===== src/rtl/pcs_gb_pkg.sv =====
// Shared constants and types for the FIFO read-side 3:1 gearbox.
package pcs_gb_pkg;

  localparam int GB_WIDTH  = 192;
  localparam int GB_OWIDTH = 64;
  localparam int GB_RATIO  = 3;

  // Phase = index of the slice currently presented; encoding 3 is never entered.
  typedef enum logic [1:0] {
    PH_S0 = 2'd0,
    PH_S1 = 2'd1,
    PH_S2 = 2'd2
  } phase_t;

  localparam phase_t PH_FIRST = PH_S0;
  localparam phase_t PH_LAST  = PH_S2;

  // Advance to the next slice, wrapping after the last one.
  function automatic phase_t phase_inc(input phase_t p);
    case (p)
      PH_S0:   phase_inc = PH_S1;
      PH_S1:   phase_inc = PH_S2;
      default: phase_inc = PH_FIRST;
    endcase
  endfunction

endpackage


===== src/rtl/gb_slice_mux.sv =====
// Selects the OWIDTH slice of the held word addressed by the current phase.
module gb_slice_mux
  import pcs_gb_pkg::*;
#(
  parameter int WIDTH  = GB_WIDTH,
  parameter int OWIDTH = GB_OWIDTH
) (
  input  logic [WIDTH-1:0]  word,
  input  phase_t            phase,
  output logic [OWIDTH-1:0] slice
);

  // Lane 0 is the least significant slice and goes out first.
  logic [GB_RATIO-1:0][OWIDTH-1:0] lanes;

  assign lanes = word;

  // Phase-indexed lane select; the unused encoding falls back to lane 0.
  always_comb begin
    slice = lanes[0];
    case (phase)
      PH_S1:   slice = lanes[1];
      PH_S2:   slice = lanes[2];
      default: ;
    endcase
  end

endmodule


===== src/rtl/fifo_rd_gearbox.sv =====
// Breaks each WIDTH-bit FIFO word into three OWIDTH slices, lowest first,
// with zero-bubble back-to-back words and a running consumed-word count.
module fifo_rd_gearbox
  import pcs_gb_pkg::*;
#(
  parameter int WIDTH  = GB_WIDTH,
  parameter int OWIDTH = GB_OWIDTH
) (
  input  logic              clk,
  input  logic              reset,
  input  logic              in_enable,
  input  logic              in_flush,
  input  logic [WIDTH-1:0]  in_data,
  input  logic              in_datavalid,
  output logic              out_idle,
  output logic [OWIDTH-1:0] out_data,
  output logic              out_datavalid,
  output logic              out_sof,
  input  logic              in_idle,
  output logic [15:0]       out_wordcnt
);

  logic [WIDTH-1:0] hold, hold_nxt;
  logic             hold_valid, hold_valid_nxt;
  phase_t           phase, phase_nxt;
  logic [15:0]      wordcnt, wordcnt_nxt;

  logic active;
  logic xfer;
  logic consume;

  // Reset is folded in so nothing is offered or accepted during the reset cycle.
  assign active        = !reset && in_enable && !in_flush;
  assign out_datavalid = active && hold_valid;
  assign out_sof       = out_datavalid && (phase == PH_FIRST);
  // Ready when empty, or when the last slice is leaving this very cycle.
  assign out_idle      = active && (!hold_valid || (phase == PH_LAST && in_idle));
  assign out_wordcnt   = wordcnt;

  assign xfer    = out_datavalid && in_idle;
  assign consume = out_idle && in_datavalid;

  // Next-state: flush wins, then a new word load, then slice advance.
  always_comb begin
    hold_nxt       = hold;
    hold_valid_nxt = hold_valid;
    phase_nxt      = phase;
    wordcnt_nxt    = wordcnt;
    if (in_enable) begin
      if (in_flush) begin
        hold_valid_nxt = 1'b0;
        phase_nxt      = PH_FIRST;
      end else if (consume) begin
        hold_nxt       = in_data;
        hold_valid_nxt = 1'b1;
        phase_nxt      = PH_FIRST;
        wordcnt_nxt    = wordcnt + 16'd1;
      end else if (xfer) begin
        phase_nxt = phase_inc(phase);
        if (phase == PH_LAST) hold_valid_nxt = 1'b0;
      end
    end
  end

  // State register with synchronous reset taking priority over everything.
  always_ff @(posedge clk) begin
    if (reset) begin
      hold       <= '0;
      hold_valid <= 1'b0;
      phase      <= PH_FIRST;
      wordcnt    <= '0;
    end else begin
      hold       <= hold_nxt;
      hold_valid <= hold_valid_nxt;
      phase      <= phase_nxt;
      wordcnt    <= wordcnt_nxt;
    end
  end

  gb_slice_mux #(
    .WIDTH  (WIDTH),
    .OWIDTH (OWIDTH)
  ) u_mux (
    .word  (hold),
    .phase (phase),
    .slice (out_data)
  );

endmodule


===== config.mk =====
export PLATFORM = sky130hd
export DESIGN_NAME = fifo_rd_gearbox
export DESIGN_NICKNAME = d
export VERILOG_FILES = /design/src/rtl/pcs_gb_pkg.sv /design/src/rtl/gb_slice_mux.sv /design/src/rtl/fifo_rd_gearbox.sv
export SDC_FILE = /design/constraint.sdc
export NUM_CORES = 1
export LEC_CHECK = 0
export CORE_MARGIN = 4
export CORE_UTILIZATION = 45
export CTS_CLUSTER_DIAMETER = 40
export DETAILED_ROUTE_END_ITERATION = 6
export PLACE_DENSITY = 0.77
export SKIP_LAST_GASP = 1
export SYNTH_ARGS = -nofsm -noshare
export SYNTH_HDL_FRONTEND = slang
export SYNTH_HIERARCHICAL = 1
export SYNTH_SLANG_ARGS = --single-unit

===== constraint.sdc =====
create_clock -name clk -period 2.3 [get_ports clk]
set_input_delay 0.46 -clock clk [delete_from_list [all_inputs] [get_ports clk]]
set_output_delay 0.46 -clock clk [all_outputs]
set_load 0.05 [all_outputs]

# Word-level counts from Yosys, hierarchy flattened
# Cells that the tools add are included.
dict set report word_totals {
  output_inout_bits 83
  inputBits 198
  reg_bits 211
}
dict set report classes {
  n_eq_ne 2
  reduce_logical 18
  n_addsub 1
  bitwise_logic 1
  n_mux 9
}
# cell count
set ops {}
lappend ops {{one-hot mux 64 bit (2 select lines)} 1}
lappend ops {{adder 16 x 1 -> 16 bit, second input constant} 1}
lappend ops {{logical AND 1 bit} 8}
lappend ops {{two-way mux 2 bit} 3}
lappend ops {{AND reduction 3 bit} 2}
lappend ops {{nonzero test 3 bit} 2}
lappend ops {{two-way mux 1 bit} 4}
lappend ops {{one-hot mux 2 bit (2 select lines)} 1}
lappend ops {{zero test 1 bit} 3}
lappend ops {{equality test 2 x 1 -> 1 bit, second input constant} 1}
lappend ops {{equality test 2 bit, second input constant} 1}
lappend ops {{zero test 2 bit} 1}
lappend ops {{AND reduction 2 bit} 1}
lappend ops {{logical OR 1 bit} 1}
lappend ops {{NOT 1 bit} 1}

# Logic depth before layout (Yosys ltp)
# Gate-level depths: netlist of the first run.
dict set report depth {
  depth_word 8
  mapped_depth 8
  depth_no_buf 4
}

# Hierarchy
# The synthesis of the first run kept the hierarchy.
# mod instances area_each_um2 cells_per_inst seq_area_each_um2
set modules_own_cells {}
lappend modules_own_cells {fifo_rd_gearbox 1 7470.9 944 4224.1}
lappend modules_own_cells {gb_slice_mux 1 1895.6 224 0.0}

# Worst setup path before layout of the first run
# Ideal clock, no wire load.
dict set report synth_path {
  kind {input to output}
  start {input reset}
  end {output out_sof}
  slack_ps -472
  required_ps 1840
  arrival_ps 2312
  n_path_buf 1
  path_stages 4
  path_cell_list {buf_6 or3b_4 or2_2 nor3_1}
}
dict set report synth_via {
  elab_chain_cells 5
}
# item line_no
set synth_rtl {}
lappend synth_rtl {{from (decl)} fifo_rd_gearbox.sv:10} ;# input logic reset,
lappend synth_rtl {{zero test 1 bit} fifo_rd_gearbox.sv:33} ;# assign active = !reset && in_enable && !in_flush;
lappend synth_rtl {{logical AND 1 bit (2 in series)} fifo_rd_gearbox.sv:33}
lappend synth_rtl {{logical AND 1 bit} fifo_rd_gearbox.sv:34} ;# assign out_datavalid = active && hold_valid;
lappend synth_rtl {{logical AND 1 bit} fifo_rd_gearbox.sv:35} ;# assign out_sof = out_datavalid && (phase == PH_FIRST);
lappend synth_rtl {{to (decl)} fifo_rd_gearbox.sv:18} ;# output logic out_sof,
# No other way between the ends.

# Worst setup path after layout of the first run
dict set report layout_path {
  start {register phase[0]}
  end {output out_data[27]}
}
dict set report layout_via {
  elab_chain_cells 2
  elab_cells_between_ends 3
  cone_classes {2 x eq/ne; 1 x mux}
}
# item line_no
set layout_rtl {}
lappend layout_rtl {{from (decl)} fifo_rd_gearbox.sv:25} ;# phase_t phase, phase_nxt;
lappend layout_rtl {{from (signal assigned)} fifo_rd_gearbox.sv:75} ;# phase <= phase_nxt;
lappend layout_rtl {{equality test 2 bit / equality test 2 x 1 -> 1 bit (equally long branches)} gb_slice_mux.sv:21} ;# case (phase)
lappend layout_rtl {{one-hot mux 64 bit (2 select lines) (*)} gb_slice_mux.sv:21}
lappend layout_rtl {{to (decl)} fifo_rd_gearbox.sv:16} ;# output logic [OWIDTH-1:0] out_data,
# Every way passes the cells marked *; elsewhere a longest branch is shown, timed or not.

==> results of run 1 <==
==> layout make-up <==
cell class	count	area (um^2)	area share
inverter	7	26.3	0.00170
multi-input combinational	853	4990	0.323
tap	270	338	0.0218
sequential	211	4230	0.273
clock inverter	22	246	0.0159
timing repair buffer	358	4680	0.303
clock buffer	40	947	0.0612
==> where the power goes <==
part           total (mW)  internal (mW)  switching (mW)
Combinational       0.880          0.500           0.380
Clock                5.27           3.35            1.92
Sequential           3.78           3.73          0.0481
Total                9.92           7.58            2.34
==> logic make-up after synthesis <==
logic type                 after synthesis
DFF                                    211
muxes                                    5
adders and majority gates                3
buffers and inverters                  104
xor gates and xnor gates                 2
and+or+nand+nor                        496
AOI/OAI and AO/OA                      347
==> routing by layer <==
| metal | vias up | wire [um] | GRT usage |
|---|---|---|---|
| met5 | - | 0 | 0 |
| met4 | 0 | 810 | 0.0783 |
| met3 | 53 | 2260 | 0.0645 |
| met2 | 337 | 15800 | 0.397 |
| met1 | 4425 | 13000 | 0.294 |
| li1 | 4539 | - | - |
==> how the worst min path moves through the flow <==
stage / start / to / slack [ns] / depth (start not counted)
finish: hold[5] / hold[5] / 0.45 / 2
global route: hold[28] / hold[28] / 0.47 / 2
CTS: hold[48] / hold[48] / 0.45 / 2
detailed placement: hold[48] / hold[48] / 0.45 / 2
global placement: hold[50] / hold[50] / 0.44 / 2
floorplan: hold[125] / hold[125] / 0.44 / 2
==> cell usage in the layout, fill, tap and decap left out, types with 29 or more instances in the layout <==
cell and n:
sky130_fd_sc_hd__dfxtp_1 209, sky130_fd_sc_hd__clkbuf_16 47, sky130_fd_sc_hd__o21ai_4 35, sky130_fd_sc_hd__buf_12 89
sky130_fd_sc_hd__a22oi_2 64, sky130_fd_sc_hd__a21oi_1 203, sky130_fd_sc_hd__nand2_1 433, sky130_fd_sc_hd__buf_4 33
sky130_fd_sc_hd__o21ai_2 29, sky130_fd_sc_hd__clkdlybuf4s50_1 203
==> worst min-delay path, stage by stage (launching register included) <==
cell and delay [ns]:
sky130_fd_sc_hd__dfxtp_1 0.30, sky130_fd_sc_hd__nand2_1 0.05, sky130_fd_sc_hd__a21oi_1 0.05
==> metrics by stage <==
| stage | setup slack (ns) | hold WS, ns | setup TNS [ns] | std cells | power, mW |
|---|---|---|---|---|---|
| after CTS | -0.0749 | 0.454 | -2.42 | 1740 | 9.97 |
| final | -0.0854 | 0.452 | -1.21 | 1761 | 9.92 |
| after detailed placement | -0.259 | 0.447 | -34.96 | 1660 | 4.69 |
| after global routing | -0.143 | 0.471 | -4.94 | 1761 | 10.2 |
| after floorplan | -0.0433 | 0.436 | -0.0433 | 1168 | 4.15 |
| after global placement | -0.227 | 0.442 | -27.82 | 1660 | 4.68 |
==> state kept, by name, summed over array words and instances, names as in the netlist <==
register,cells
phase,2
out_wordcnt,16
hold,192
hold_valid,1
==> repair_timing <==
item                                    4_1_cts  5_1_grt
resized for setup                            25       81
endpoints found under the setup margin       68       67
buffers inserted                             14        6
pin swaps                                    26       36
cloned                                        5       17
==> metrics.md, run 1 <==
| Metric | Value |
|---|---|
| Max-Slew Margin vs Limit | 0.289 |
| Leakage Power | 5.26 nW |
| Fraction of synthesis flops using an asynchronous set or reset pin | 0 |
| Worst-path cell with the longest stage delay | sky130_fd_sc_hd__ha_4 |
| Global route total overflow | 0 |
| Count of nets after finishing | 1,666 |
| Clock transition at the register clock pins on the worst setup and hold paths after CTS | 0.05 ns |
| Total number of placement rows | 52 |
| Simple-gate area share of the yosys netlist | 0.208 |
| Area share of the leading cell type in the synthesized netlist | 0.451 |
| Count of boundary I/O pins | 281 |
| Die Footprint | 23,200 um^2 |
| Cell with the most instances after synthesis | sky130_fd_sc_hd__nand2_1 |
| Worst reg2reg path startpoint | phase[0] |
| Class of the most critical hold timing path | register to register |
| Most frequent cell on the critical path | sky130_fd_sc_hd__buf_12 |
| Cell area after layout | 15,500 um^2 |
| Remaining DRCs | 0 |
| Data arrival time at the worst-slack endpoint | 1.93 ns |
| Number of failing hold endpoints at the final stage | 0 |
| CP delay by family, top | buffers and inverters |
| Wire length of the first global-routing pass | 45.8 mm |
| Most numerous cell types in the synthesized netlist | 457 x sky130_fd_sc_hd__nand2_1, 211 x sky130_fd_sc_hd__dfxtp_1, 203 x sky130_fd_sc_hd__a21oi_1 |
| DRC marker count from the first detailed-route iteration | 450 |
| Most used DFF post-synth | sky130_fd_sc_hd__dfxtp_1 |
| Post-CTS Hold Fix Bufs | 0 |
| Syn_nets | 1,369 |
| Share of the core filled with cells | 0.759 |
| Share of the synthesized netlist area taken by xor and xnor gates | 0.00187 |
| Nature of the critical path startpoint | register |
| WL/cell | 18.1 um |
| Vias in the first global route | 8,965 |
| Depth of the worst register-to-register path | 9 |
| Die Span X | 152 um |
| Initial antenna violation count | 0 |
| EDFF count, synth | 0 |
| Weighted congestion at the end of routability-driven global placement | 0.814 |
| Synthesized instance count | 1,168 |
| Cell type with the largest total area after synthesis | sky130_fd_sc_hd__dfxtp_1 |
| Maximum root-to-sink buffer count | 3 |
| Remaining antenna violation count after routing | 0 |
| Total iterations of the first detailed-routing run | 5 |
| Layout cell share with drive strength beyond 1 | 0.252 |
| Launching instance or port of the critical path | phase[0] |
| Core area | 20,400 um^2 |
| Post-Syn Area | 9370 um^2 |
| Initial standard-cell utilization of the core | 0.460 |
| Outcome | finished with violations |
| Total clock sinks | 211 |
| Setup repair after global routing missed its margin | true |
| TritonCTS clock tree | built |
| Placed inst area | 13,100 um^2 |
| Average cell area after synthesis | 8.02 um^2 |
| Capturing element of the worst setup path | out_data[27] |
| Count of vias placed by the detailed router | 9,354 |
| Root Buffer Master | sky130_fd_sc_hd__clkbuf_16 |
| Failing checks | setup timing |
| Post-synthesis compound-gate area fraction | 0.263 |
| Fill cells | 1,394 |
| Transition at the pin with the smallest max-transition slack | 1.07 ns |
| H-tree depth | 2 |
| Largest cells by area after synthesis | sky130_fd_sc_hd__dfxtp_1 45%, sky130_fd_sc_hd__nand2_1 18%, sky130_fd_sc_hd__a21oi_1 11% |
| Maximum clock frequency | 419 MHz |
| Cell Chain, Critical Path | inv_2 -> ha_4 -> buf_12 -> clkbuf_16 -> nand2_1 -> o21ai_2 -> buf_12 |
| Max cap viols | 0 |
| Largest stage delay on the critical path | 0.35 ns |
| Final setup fails | 44 |
| Area growth, synth to finish | 65.1% |
| Fraction of synthesized area in multiplexers | 0.00574 |
| Crit path buffers/inverters | 4 |
| Chip height | 152 um |
| Number of register bits inferred by synthesis | 211 |
| Worst Setup Path Type | register to primary output |
| Clock skew | 0.0109 ns |
| Part of the Yosys area used for sequential elements | 0.451 |
| Pin count of the biggest net entering global routing | 215 |
| IR drop worst, VDD | 0.483 mV |
| Count of cell types in the netlist | 42 |
| Adder and majority cell fraction of the synthesized area | 0.00401 |
| Share of the clock period used by the worst path | 1.04 |
| Final routed wirelength across all metal layers | 31.9 mm |
| Max FO, Critical Path | 7 |
| Required @ worst endpoint | 1.84 ns |
| Largest family of logic cells by synthesized area | compound AO/OA/AOI/OAI gates |
| Port Buffers | 280 |
| Antenna Diode Count | 0 |
| Overall routing resource usage | 0.236 |
| Fin crit period | 2.39 ns |
| Endpoint kind of the worst setup timing path | primary output |
| Clk Latency, worst-skew pair | 0.49 ns |
| Reg-to-reg critical path endpoint | out_wordcnt[1] |
| DR vias/cell | 5.31 |
| Count of synthesis-stage warnings from yosys | 6 |
| Path length in cells of the critical path | 7 |
| Setup slack of the worst register-to-register path | 0.17 ns |
| Hpwl dp | 18.4 mm |
| Total power divided by cell area | 642 nW/um^2 |
| Final-report max-slew violation count | 0 |
| Num CTS Buffers | 34 |
| Smallest setup slack after layout | -0.0854 ns |
(Power assumes the default switching activity.)
==> run 2: changes to the inputs <==
--- a/config.mk
+++ b/config.mk
@@ -7,10 +7,12 @@
 export LEC_CHECK = 0
 export CORE_MARGIN = 4
 export CORE_UTILIZATION = 45
+export CTS_BUF_LIST = sky130_fd_sc_hd__clkbuf_4
 export CTS_CLUSTER_DIAMETER = 40
 export DETAILED_ROUTE_END_ITERATION = 6
 export PLACE_DENSITY = 0.77
 export SKIP_LAST_GASP = 1
+export SLEW_MARGIN = 5
 export SYNTH_ARGS = -nofsm -noshare
 export SYNTH_HDL_FRONTEND = slang
 export SYNTH_HIERARCHICAL = 1
==> run 2 against run 1 <==
The flow still finishes with violations (setup timing). Critical path type unchanged. Sequential share of layout area grew 1.6 points. Wire length fell by 4.9%. Power shrank 21%. Cell area decreased by 5.4%. Worst setup slack worse by 0.16 ns. Worst hold slack got worse by 0.14 ns. Critical path depth is the same.
==> metrics.md, run 2 (synthesis results as in run 1) <==
| Metric | Value |
|---|---|
| Outcome | finished with violations |
| Failing checks | setup timing |
| Fin crit period | 2.54 ns |
| Initial standard-cell utilization of the core | 0.460 |
| Required @ worst endpoint | 1.84 ns |
| Die Footprint | 23,200 um^2 |
| Power share of the sequential group | 0.481 |
| Placed inst area | 13,100 um^2 |
| Max cap viols | 0 |
| TritonCTS clock tree | built |
| Area taken by flip-flops and latches | 4230 um^2 |
| Max-Slew Margin vs Limit | 0.341 |
| Global route total overflow | 0 |
| Remaining antenna violation count after routing | 0 |
| Total negative setup slack | -12.39 ns |
| Remaining DRCs | 0 |
| Num CTS Buffers | 56 |
| Vias in the first global route | 9,063 |
| Total clock sinks | 211 |
| IR drop worst, VDD | 0.336 mV |
| Total number of placement rows | 52 |
| Maximum root-to-sink buffer count | 3 |
| Count of vias placed by the detailed router | 9,344 |
| WL/cell | 16.9 um |
| Layout cell share with drive strength beyond 1 | 0.256 |
| DR vias/cell | 5.23 |
| Overall routing resource usage | 0.235 |
| Port Buffers | 280 |
| Number of failing hold endpoints at the final stage | 0 |
| Post-CTS Hold Fix Bufs | 0 |
| Final routed wirelength across all metal layers | 30.3 mm |
| Part of the total power dissipated in combinational logic | 0.110 |
| Wire length of the first global-routing pass | 45.7 mm |
| Nature of the critical path startpoint | register |
| Count of boundary I/O pins | 281 |
| Pin count of the biggest net entering global routing | 215 |
| Root Buffer Master | sky130_fd_sc_hd__clkbuf_4 |
| Endpoint kind of the worst setup timing path | primary output |
| Worst Setup Path Type | register to primary output |
| Weighted congestion at the end of routability-driven global placement | 0.814 |
| Worst-path cell with the longest stage delay | sky130_fd_sc_hd__ha_4 |
| Final hold slack | 0.313 ns |
| Most frequent cells in the layout | 440 x sky130_fd_sc_hd__nand2_1, 208 x sky130_fd_sc_hd__dfxtp_1, 202 x sky130_fd_sc_hd__a21oi_1 |
| Total iterations of the first detailed-routing run | 5 |
| Number of flip-flops in the largest register | 192 |
| Cell Chain, Critical Path | inv_2 -> ha_4 -> buf_8 -> buf_16 -> nand2_2 -> o21ai_4 -> buf_12 |
| Transition at the pin with the smallest max-transition slack | 0.988 ns |
| Hpwl dp | 18.4 mm |
| Count of nets after finishing | 1,681 |
| Core area | 20,400 um^2 |
| Chip height | 152 um |
| Share of the clock period used by the worst path | 1.11 |
| H-tree depth | 2 |
| Largest stage delay on the critical path | 0.38 ns |
| Smallest setup slack after layout | -0.245 ns |
| Initial antenna violation count | 1 |
| Internal cell power | 5.89 mW |
| Final std cells w/o fill | 1,788 |
| Clk Latency, worst-skew pair | 0.67 ns |
| Leakage Power | 5.01 nW |
| Most common library cell in the layout ignoring fill and taps | sky130_fd_sc_hd__nand2_1 |
| Cell area after layout | 14,600 um^2 |
| Clock skew | 0.0436 ns |
| Die Span X | 152 um |
| Clock transition at the register clock pins on the worst setup and hold paths after CTS | 0.06 ns |
| Final setup fails | 65 |
| Setup repair after global routing missed its margin | true |
| Switching portion of total power | 0.249 |
| Area growth, synth to finish | 56.3% |
| Data arrival time at the worst-slack endpoint | 2.08 ns |
| Switching power | 1.95 mW |
| Class of the most critical hold timing path | input pin to register |
| Fill cells | 1,571 |
| Final-report max-slew violation count | 0 |
| Multi-input combinational cell area | 4780 um^2 |
| Largest register by flop count | hold |
| DRC marker count from the first detailed-route iteration | 434 |
| Total power divided by cell area | 536 nW/um^2 |
| Share of the core filled with cells | 0.719 |
| Part of the power in the clock network | 0.409 |
| Max FO, Critical Path | 7 |
| Maximum clock frequency | 393 MHz |
| Number of placed instances, taps included | 1,660 |
==> run 2: repair_timing <==
| action | CTS | global route |
|---|---|---|
| buffers inserted | 14 | 5 |
| cloned | 7 | 8 |
| setup endpoints to repair | 80 | 66 |
| resized for setup | 41 | 46 |
| pin swaps | 27 | 29 |
==> run 2: worst max-delay path, delay by kind of cell (launching register included) <==
| kind | cells | cell delay (ns) |
|---|---|---|
| AOI/OAI and AO/OA | 1 | 0.08 |
| adders and majority gates | 1 | 0.38 |
| buffers and inverters | 4 | 0.53 |
| DFF | 1 | 0.34 |
| and+or+nand+nor | 1 | 0.07 |
==> run 2: metal layers <==
layer  vias up  share of wire  GRT usage
met2       309           0.49      0.393
met4         0          0.023     0.0830
met1      4390           0.41      0.291
met3        46          0.074     0.0656
li1       4599              -          -
met5         -              0          0
==> run 2: through the flow <==
step	power, mW	setup WS [ns]
after floorplan	4.15	-0.0433
after global placement	4.68	-0.227
after detailed placement	4.69	-0.259
after CTS	7.90	-0.260
after global routing	8.17	-0.340
final	7.84	-0.245
==> run 2: power groups by stage <==
stage | Sequential (mW) | Clock (mW) | Combinational [mW]
after floorplan | 3.84 | 0 | 0.311
after global placement | 3.85 | 0 | 0.835
after detailed placement | 3.85 | 0 | 0.839
after CTS | 3.77 | 3.28 | 0.851
after global routing | 3.77 | 3.48 | 0.919
final | 3.77 | 3.21 | 0.865
==> run 2: path summary, 6_finish.rpt <==
check,cells past startpoint,start,to,slack (ns)
setup reg to reg,10,phase[0],hold[12],0.01
hold / removal,4,in_enable,hold_valid,0.31
hold reg to reg,2,hold[28],hold[28],0.45
setup / recovery,7,phase[0],out_data[22],-0.24
==> run 2: layout make-up <==
class / instances / share of cell area
multi-input combinational: 853 / 0.327
timing repair buffer: 351 / 0.312
sequential: 211 / 0.289
clock buffer: 78 / 0.0400
tap: 270 / 0.0231
clock inverter: 17 / 0.00650
inverter: 7 / 0.00180
antenna: 1 / 0.000171
